### src/rtl/fft_pkg.sv
// Shared radix-2^2 FFT definitions: feedback-buffer depth helpers for the
// BFI/BFII stages and the complex sample type.
package fft_pkg;

  localparam int DATA_WIDTH = 16;

  typedef struct packed {
    logic signed [DATA_WIDTH-1:0] re;
    logic signed [DATA_WIDTH-1:0] im;
  } cplx_t;

  function automatic int bfi_depth(input int n, input int stage);
    return n >> (2 * stage + 1);
  endfunction

  function automatic int bfii_depth(input int n, input int stage);
    return n >> (2 * stage + 2);
  endfunction

endpackage

### src/rtl/fft_ctrl_cnt.sv
// Valid-gated sample counter k = {s_o, t_o, idx_o} that wraps every 4*DEPTH
// accepted samples; primed_o rises once the first DEPTH samples are in.
module fft_ctrl_cnt
  import fft_pkg::*;
#(
  parameter  int DEPTH = 4,
  localparam int DB    = (DEPTH > 1) ? $clog2(DEPTH) : 0,
  localparam int IW    = (DB > 0) ? DB : 1
) (
  input  logic          clk,
  input  logic          rst,
  input  logic          en_i,
  output logic [IW-1:0] idx_o,
  output logic          t_o,
  output logic          s_o,
  output logic          primed_o
);

  localparam int KW = DB + 2;

  logic [KW-1:0] k_q, k_d;
  logic          primed_q, primed_d;

  always_comb begin
    k_d      = k_q;
    primed_d = primed_q;
    if (en_i) begin
      k_d = k_q + KW'(1);
      if (k_q == KW'(DEPTH - 1)) primed_d = 1'b1;
    end
  end

  always_ff @(posedge clk or negedge rst) begin
    if (!rst) begin
      k_q      <= '0;
      primed_q <= 1'b0;
    end else begin
      k_q      <= k_d;
      primed_q <= primed_d;
    end
  end

  assign t_o      = k_q[DB];
  assign s_o      = k_q[DB+1];
  assign primed_o = primed_q;

  // A single-entry buffer has no address bits, so its index is pinned to 0.
  generate
    if (DB == 0) begin : g_idx_const
      assign idx_o = '0;
    end else begin : g_idx
      assign idx_o = k_q[IW-1:0];
    end
  endgenerate

endmodule

### src/rtl/bfii.sv
// Radix-2^2 SDF butterfly type II: -j rotation plus add/subtract against a
// feedback buffer. Define BFII_SCALE_EN to halve butterfly results (no growth).
module bfii
  import fft_pkg::*;
#(
  parameter int DATA_WIDTH = 16,
  parameter int N_POINTS   = 16,
  parameter int STAGE      = 0
) (
  input  logic                  clk,
  input  logic                  rst,
  input  logic                  in_val,
  input  logic [DATA_WIDTH-1:0] in_re,
  input  logic [DATA_WIDTH-1:0] in_im,
  output logic                  out_val,
  output logic [DATA_WIDTH-1:0] out_re,
  output logic [DATA_WIDTH-1:0] out_im
);

  localparam int D     = bfii_depth(N_POINTS, STAGE);
  localparam int DSAFE = (D < 1) ? 1 : D;
  localparam int DB    = (DSAFE > 1) ? $clog2(DSAFE) : 0;
  localparam int IW    = (DB > 0) ? DB : 1;

  generate
    if (D < 1) begin : g_depth_check
      $error("bfii: buffer depth N_POINTS>>(2*STAGE+2) must be at least 1");
    end
  endgenerate

  logic [IW-1:0] idx;
  logic          tCtl, sCtl, primed;

  fft_ctrl_cnt #(.DEPTH(DSAFE)) u_ctrl (
    .clk      (clk),
    .rst      (rst),
    .en_i     (in_val),
    .idx_o    (idx),
    .t_o      (tCtl),
    .s_o      (sCtl),
    .primed_o (primed)
  );

  logic signed [DATA_WIDTH-1:0] bufRe_q [DSAFE];
  logic signed [DATA_WIDTH-1:0] bufIm_q [DSAFE];
  logic                         outVal_q, outVal_d;
  logic signed [DATA_WIDTH-1:0] outRe_q, outRe_d, outIm_q, outIm_d;
  logic signed [DATA_WIDTH-1:0] inRe, inIm, xRe, xIm, rdRe, rdIm;
  logic signed [DATA_WIDTH-1:0] sumRe, sumIm, difRe, difIm, wrRe, wrIm;

  assign inRe = $signed(in_re);
  assign inIm = $signed(in_im);
  assign rdRe = bufRe_q[idx];
  assign rdIm = bufIm_q[idx];

  // -j * (re, im) = (im, -re); negating the most-negative value wraps to itself.
  always_comb begin
    xRe = inRe;
    xIm = inIm;
    if (tCtl && sCtl) begin
      xRe = inIm;
      xIm = -inRe;
    end
  end

`ifdef BFII_SCALE_EN
  logic signed [DATA_WIDTH:0] sumReW, sumImW, difReW, difImW;

  assign sumReW = {rdRe[DATA_WIDTH-1], rdRe} + {xRe[DATA_WIDTH-1], xRe};
  assign sumImW = {rdIm[DATA_WIDTH-1], rdIm} + {xIm[DATA_WIDTH-1], xIm};
  assign difReW = {rdRe[DATA_WIDTH-1], rdRe} - {xRe[DATA_WIDTH-1], xRe};
  assign difImW = {rdIm[DATA_WIDTH-1], rdIm} - {xIm[DATA_WIDTH-1], xIm};
  assign sumRe  = sumReW[DATA_WIDTH:1];
  assign sumIm  = sumImW[DATA_WIDTH:1];
  assign difRe  = difReW[DATA_WIDTH:1];
  assign difIm  = difImW[DATA_WIDTH:1];
`else
  assign sumRe = rdRe + xRe;
  assign sumIm = rdIm + xIm;
  assign difRe = rdRe - xRe;
  assign difIm = rdIm - xIm;
`endif

  always_comb begin
    outVal_d = in_val & (primed | tCtl);
    outRe_d  = outRe_q;
    outIm_d  = outIm_q;
    wrRe     = inRe;
    wrIm     = inIm;
    if (in_val) begin
      if (tCtl) begin
        outRe_d = sumRe;
        outIm_d = sumIm;
        wrRe    = difRe;
        wrIm    = difIm;
      end else begin
        outRe_d = rdRe;
        outIm_d = rdIm;
      end
    end
  end

  always_ff @(posedge clk or negedge rst) begin
    if (!rst) begin
      outVal_q <= 1'b0;
      outRe_q  <= '0;
      outIm_q  <= '0;
      for (int i = 0; i < DSAFE; i++) begin
        bufRe_q[i] <= '0;
        bufIm_q[i] <= '0;
      end
    end else begin
      outVal_q <= outVal_d;
      outRe_q  <= outRe_d;
      outIm_q  <= outIm_d;
      if (in_val) begin
        bufRe_q[idx] <= wrRe;
        bufIm_q[idx] <= wrIm;
      end
    end
  end

  assign out_val = outVal_q;
  assign out_re  = outRe_q;
  assign out_im  = outIm_q;

endmodule

### config.mk
export PLATFORM = sky130hd
export DESIGN_NAME = bfii
export DESIGN_NICKNAME = d
export VERILOG_FILES = /design/src/rtl/fft_pkg.sv /design/src/rtl/fft_ctrl_cnt.sv /design/src/rtl/bfii.sv
export SDC_FILE = /design/constraint.sdc
export NUM_CORES = 1
export LEC_CHECK = 0
export BUFFER_PORTS_ARGS = -buffer_cell sky130_fd_sc_hd__buf_2
export CORE_MARGIN = 4
export CORE_UTILIZATION = 67
export CTS_CLUSTER_DIAMETER = 150
export CTS_CLUSTER_SIZE = 20
export DETAILED_ROUTE_END_ITERATION = 16
export HOLD_SLACK_MARGIN = 0.02
export PLACE_DENSITY = 0.84
export SYNTH_ARGS = -nofsm -noshare
export SYNTH_HDL_FRONTEND = slang
export SYNTH_SLANG_ARGS = --single-unit
### constraint.sdc
create_clock -name clk -period 8.14 [get_ports clk]
set_input_delay 0.407 -clock clk [delete_from_list [all_inputs] [get_ports clk]]
set_output_delay 0.407 -clock clk [all_outputs]
set_load 0.05 [all_outputs]
==> After elaboration in Yosys (flattened, before gate mapping) <==
Index checks and enable logic that the tools add are counted.
{ "word_totals": {"mem_count": 0, "reg_bits": 166, "in_bits": 35, "rom_bits": 0, "elab_cells": 46, "output_inout_bits": 33, "latch_bits": 0, "ramBits": 0} }
{ "op_classes": {"div": 0, "eq_ne": 1, "mux": 18, "order_cmp": 2, "bitwise_logic": 3, "n_addsub": 6, "n_reduce_logical": 3, "multipliers": 0, "shift": 0} }
{ "ops": {"columns": ["cell", "n"], "rows": [
  ["16-bit 2-to-1 mux", 13],
  ["64-bit bitwise mux", 2],
  ["16-bit binary-select mux with 2-bit select", 2],
  ["16-bit adder", 2],
  ["16-bit demux with 2-bit select", 1],
  ["16-bit subtractor", 2],
  ["16-bit negator", 1],
  ["4-bit by 1-bit adder with 4-bit output (second input constant)", 1],
  ["4-bit by 2-bit == test with 1-bit output (second input constant)", 1],
  ["3-bit greater-or-equal comparator (second input constant)", 1],
  ["3-bit by 1-bit less-than comparator with 1-bit output (second input constant)", 1],
  ["2-bit NOT with 3-bit output", 1],
  ["1-bit logical AND", 2],
  ["2-bit AND reduction", 1],
  ["1-bit AND", 1],
  ["1-bit bitwise OR", 1]
]} }

==> Depth between registers and ports, before layout <==
{ "depth": {"word_depth": 8, "depth_mapped": 15, "ltp_nobuf": 15} }

==> Hierarchy <==
From an unflattened synthesis, not the netlist that was laid out.
{ "unflattened": {"cells_unflattened": 1147, "hier_area_um2": 10710.3} }
{ "by_module_without_submodules": {"columns": ["module", "seq_area_each_um2", "instances", "cells_each", "area_per_inst_um2"], "rows": [
  ["bfii", 4028.9, 1, 1133, 10508.8],
  ["fft_ctrl_cnt", 125.1, 1, 14, 201.4]
]} }

==> Least setup slack after synthesis <==
Ideal clock, no wire load.
{ "synth_path": {"kind": "register -> register", "start": "reg u_ctrl.k_q[0]", "end": "reg outIm_q[14], in the netlist out_im[14]", "setup_time_ns": 0.082, "t_required_ns": 8.058, "path_stages_with_launch": 13, "setup_slack_ns": 4.377, "n_path_buf": 2, "period_less_slack_ns": 3.763, "arrival_time_ns": 3.681, "path_cell_list": "dfrtp_1 > clkbuf_1 > buf_2 > mux4_2 > ha_1 > fa_1 > a211oi_1 > o21bai_1 > o311ai_2 > a31oi_1 > a2111oi_0 > a21oi_1 > a31oi_1"} }
{ "synth_via": {"elab_chain_cells": 6} }
{ "synth_lines": {"columns": ["item", "line_no", "source"], "rows": [
  ["start: declaration", "fft_ctrl_cnt.sv:21", "logic [KW-1:0] k_q, k_d;"],
  ["start signal: assignment", "fft_ctrl_cnt.sv:38", "k_q <= k_d;"],
  ["2-bit NOT with 3-bit output (not written as such) (*)", "bfii.sv:54", "assign rdIm = bufIm_q[idx];"],
  ["16-bit binary-select mux with 2-bit select (*)", "bfii.sv:54", null],
  ["16-bit 2-to-1 mux (not written as such) (*) (2 in series)", "bfii.sv:54", null],
  ["16-bit adder", "bfii.sv:79", "assign sumIm = rdIm + xIm;"],
  ["16-bit 2-to-1 mux (*)", "bfii.sv:91", "if (tCtl) begin"],
  ["end signal: assignment", "bfii.sv:115", "outIm_q <= outIm_d;"],
  ["end: declaration", "bfii.sv:47", "logic signed [DATA_WIDTH-1:0] outRe_q, outRe_d, outIm_q, outIm_d;"]
]} }
Mark *: on every way between the ends. The rest lies on a longest branch, timed or not. The select of a mux whose other input is x is not followed.
A chain may end at the register's enable or synchronous reset.

==> Final worst setup path <==
{ "layout_path": {"start": "reg u_ctrl.k_q[3]", "end": "reg bufRe_q[29] in the netlist's numbering"} }
{ "layout_via": {"elab_chain_cells": 6} }
{ "layout_lines": {"columns": ["item", "line_no", "source"], "rows": [
  ["1-bit logical AND", "bfii.sv:60", "if (tCtl && sCtl) begin"],
  ["16-bit 2-to-1 mux", "bfii.sv:60", null],
  ["16-bit subtractor", "bfii.sv:80", "assign difRe = rdRe - xRe;"],
  ["16-bit 2-to-1 mux", "bfii.sv:91", null],
  ["16-bit 2-to-1 mux", "bfii.sv:90", "if (in_val) begin"],
  ["64-bit bitwise mux", "bfii.sv:117", "bufRe_q[idx] <= wrRe;"],
  ["end signal: indexed assignment", "bfii.sv:117", null],
  ["end: declaration", "bfii.sv:44", "logic signed [DATA_WIDTH-1:0] bufRe_q [DSAFE];"]
]} }
Every way passes these cells.

==> flow_summary_export.csv <==
group,metric,value,unit
clock_network,cts.clk_slew.worst_paths,0.07,ns
clock_network,cts_setup_buffers,0,
layout,drive_above_1_share,17.75,%
grt,grt_pass1_wl,50.57,mm
setup_path,r2r_end,"bufRe_q[29]",
clock_network,cts_buffer_depth,2,
synth,avgSynthCellArea,9.446,um^2
synth,netlist-cell-type-count,71,
grt,grt_max_degree,103,
timing,hold_viol_final,0,
grt,antenna_found_initial,1,
setup_path,reg2reg_depth,10,
synth,netlist_instances,1187,
clock_network,ctsHoldBuffers,0,
clock_network,cts_buffers,17,
clock_network,cts_tree,"yes",
place,gp_congestion,0.9809,
grt,grt_overflow,0,
setup_path,ff2ff_setup_slack,3.52,ns
clock_network,cts.sinks,166,
clock_network,cts_max_level,4,
synth,ys.flop_type,"dfrtp_1",
detailed_routing,vias,9872,
synth,synth_nets,1293,
place,port_buffers,67,
setup_path,cp-start-kind,"register",
floorplanning,die_x,137.4,um
synth,yosysWarnings,0,
timing,slew_viol_final,0,
timing,setup_tns,0,ns
timing,fin_skew,0.01163,ns
layout,syn_to_final_growth,9.274,%
timing,max_slew_margin,12.68,%
synth,ys_async_sr_fraction,100.0,%
floorplanning,dieHeight,137.4,um
synth,synth_edf_count,0,
detailed_routing,drt_iter0_drc,1192,
detailed_routing,routed_wl,32.14,mm
clock_network,cts_resized,0,
floorplanning,die-area,18870,um^2
timing,finalSetupViolations,0,
timing,rsz0062_at_grt,"false",
setup_path,crit_type,"register to register",
synth,yosysSeqAreaShare,37.05,%
timing,worstMarginPinSlew,1.293,ns
detailed_routing,remaining_drc_errors,0,
timing,period_minus_slack,4.615,ns
floorplanning,start_util,68.09,%
floorplanning,placementRows,47,
setup_path,end_kind,"register",
clock_network,cts_root_buffer,"clkbuf_16",
setup_path,crit_path_max_fanout,36,
status,status,"completed",
layout,fill_cells,1153,
detailed_routing,via_per_inst,6.813,
clock_network,clock_latency,0.44,ns
detailed_routing,ant_nets,0,
setup_path,worstPathRequired,8.42,ns
detailed_routing,wl_per_cell,22.18,um
layout,fin_nets,1323,
grt,grt_use_total,34.94,%
grt,grt_pass1_vias,9496,
run,max_cap_viol_count,0,
worst_hold_path,hp-class,"input port to async pin",
setup_path,arrival,4.89,ns
timing,fmax,216.7,MHz
synth,synth-seq-cells,166,
timing,period_share,56.70,%
floorplanning,core_region_area,16470,um^2
floorplanning,ioPinCount,68,
detailed_routing,drt_pass1_iterations,6,
setup_path,reg2reg_from,"u_ctrl.k_q[3]",
place,hpwl,21.99,mm
synth,synth_area,11210,um^2
Yosys cell counts, types with 4 or more instances:
| cell type | number | area (um^2) |
|---|---|---|
| o21ai_0 | 110 | 550.5 |
| nor2b_1 | 5 | 31.28 |
| fa_1 | 4 | 80.08 |
| a211oi_1 | 14 | 105.1 |
| o211ai_1 | 8 | 60.06 |
| mux4_2 | 32 | 720.7 |
| clkbuf_1 | 49 | 183.9 |
| nand4_1 | 6 | 37.54 |
| a2111oi_0 | 5 | 43.79 |
| nand2_1 | 151 | 566.8 |
| dfrtp_1 | 166 | 4154 |
| a21o_1 | 20 | 150.1 |
| nor4_1 | 8 | 50.05 |
| nor3_1 | 16 | 80.08 |
| or3_1 | 4 | 25.02 |
| mux2_2 | 59 | 664.4 |
| a22oi_1 | 13 | 97.59 |
| xor2_1 | 12 | 105.1 |
| a31oi_1 | 17 | 106.4 |
| o21a_1 | 6 | 45.04 |
| nor2_1 | 83 | 311.6 |
| ha_1 | 67 | 838.3 |
| a21oi_1 | 67 | 335.3 |
| a221o_1 | 4 | 40.04 |
| mux2i_1 | 15 | 150.1 |
| inv_1 | 66 | 247.7 |
| o31ai_1 | 16 | 120.1 |
| xnor2_1 | 38 | 332.8 |
| a211o_1 | 4 | 35.03 |
| o21bai_1 | 16 | 120.1 |
| nand2b_1 | 14 | 87.58 |
| buf_2 | 11 | 55.05 |
| nand3b_1 | 5 | 37.54 |
| nand3_1 | 17 | 85.08 |
| a22o_1 | 9 | 78.83 |
stage by stage:
stage	cell area (um^2)	instances	hold WS [ns]	utilization, %	setup WS, ns
6_report	12250	1449	0.06577	74.41	3.525
5_1_grt	12250	1449	0.1583	74.41	3.278
4_1_cts	12250	1448	0.1147	74.39	3.697
2_1_floorplan	11210	1187	0.1114	-	4.377
3_5_place_dp	11640	1418	0.4619	70.70	3.820
3_3_place_gp	11640	1418	0.4551	70.70	4.018
layer usage:
| metal | part of all wire (%) | track usage (%) | wire [um] | up-vias |
|---|---|---|---|---|
| met4 | 4.1 | 14.58 | 1305 | 0 |
| met3 | 12 | 10.12 | 3924 | 140 |
| li1 | - | - | - | 4327 |
| met5 | 0 | 0 | 0 | - |
| met1 | 39 | 47.25 | 12440 | 4722 |
| met2 | 45 | 53.02 | 14470 | 683 |
worst max path at each step:
| stage | start | to | slack, ns | depth (start not counted) |
|---|---|---|---|---|
| after floorplan | u_ctrl.k_q[0] | out_im[14] | 4.38 | 12 |
| after global placement | u_ctrl.k_q[0] | bufIm_q[30] | 4.02 | 10 |
| after detailed placement | u_ctrl.k_q[0] | bufRe_q[29] | 3.82 | 10 |
| after CTS | u_ctrl.k_q[3] | bufRe_q[29] | 3.70 | 10 |
| after global routing | u_ctrl.k_q[3] | bufRe_q[29] | 3.28 | 10 |
| final | u_ctrl.k_q[3] | bufRe_q[29] | 3.52 | 10 |
critical path, cell delays in order, from the launching register on:
cell	delay, ns
dfrtp_1	0.41
nand2_2	0.72
mux2_2	0.48
ha_1	0.34
nor2_1	0.07
o311ai_0	1.04
o21ai_1	0.27
o211ai_2	0.36
mux2i_1	0.13
a211oi_1	0.43
o21ai_0	0.17
cell type report:
cell class                      count  area (um^2)  share of cell area (%)
Timing Repair Buffer               79        431.7                   3.523
Multi-Input combinational cell    887         6531                   53.31
Inverter                           66        247.7                   2.022
Clock buffer                       18        429.2                   3.503
Antenna cell                        1        2.502                 0.02042
Sequential cell                   166         4155                   33.92
Tap cell                          220        275.3                   2.247
Clock inverter                     12        178.9                   1.460
cells by family after synthesis:
| family | count (synthesis) | share of synthesized area, % |
|---|---|---|
| and+or+nand+nor | 324 | 12.98 |
| adders and majority gates | 71 | 8.191 |
| DFF | 166 | 37.05 |
| muxes | 106 | 13.69 |
| buffers and inverters | 134 | 4.787 |
| xor gates and xnor gates | 51 | 4.051 |
| AOI/OAI and AO/OA | 335 | 19.25 |
sequential cells by signal, indices dropped and copies added (netlist names):
register and count:
out_val 1, bufIm_q 64, bufRe_q 64, out_im 16, u_ctrl.primed_o 1, out_re 16
u_ctrl.k_q 4
cells in the final DEF, fill, tap and decap left out, types with 6 or more instances in the layout:
master     count
a21o_1        20
nor4_1         8
a22oi_1       13
a21oi_1       67
o21a_1         6
mux4_2        32
inv_1         66
ha_1          67
o211ai_1       8
nand2_1      147
a31oi_1       17
nand2b_1      14
o21bai_1      16
xnor2_1       38
mux2i_1       15
a211oi_1      14
o21ai_0      110
clkbuf_16     17
xor2_1        12
buf_2         66
nor2_1        83
o31ai_1       16
buf_4         12
mux2_2        59
a22o_1         9
nor3_1        16
nand4_1        6
dfrtp_1      165
nand3_1       17
Power is not shown: default switching activity piles up to over one toggle a cycle in this logic, so the estimate is an artifact.
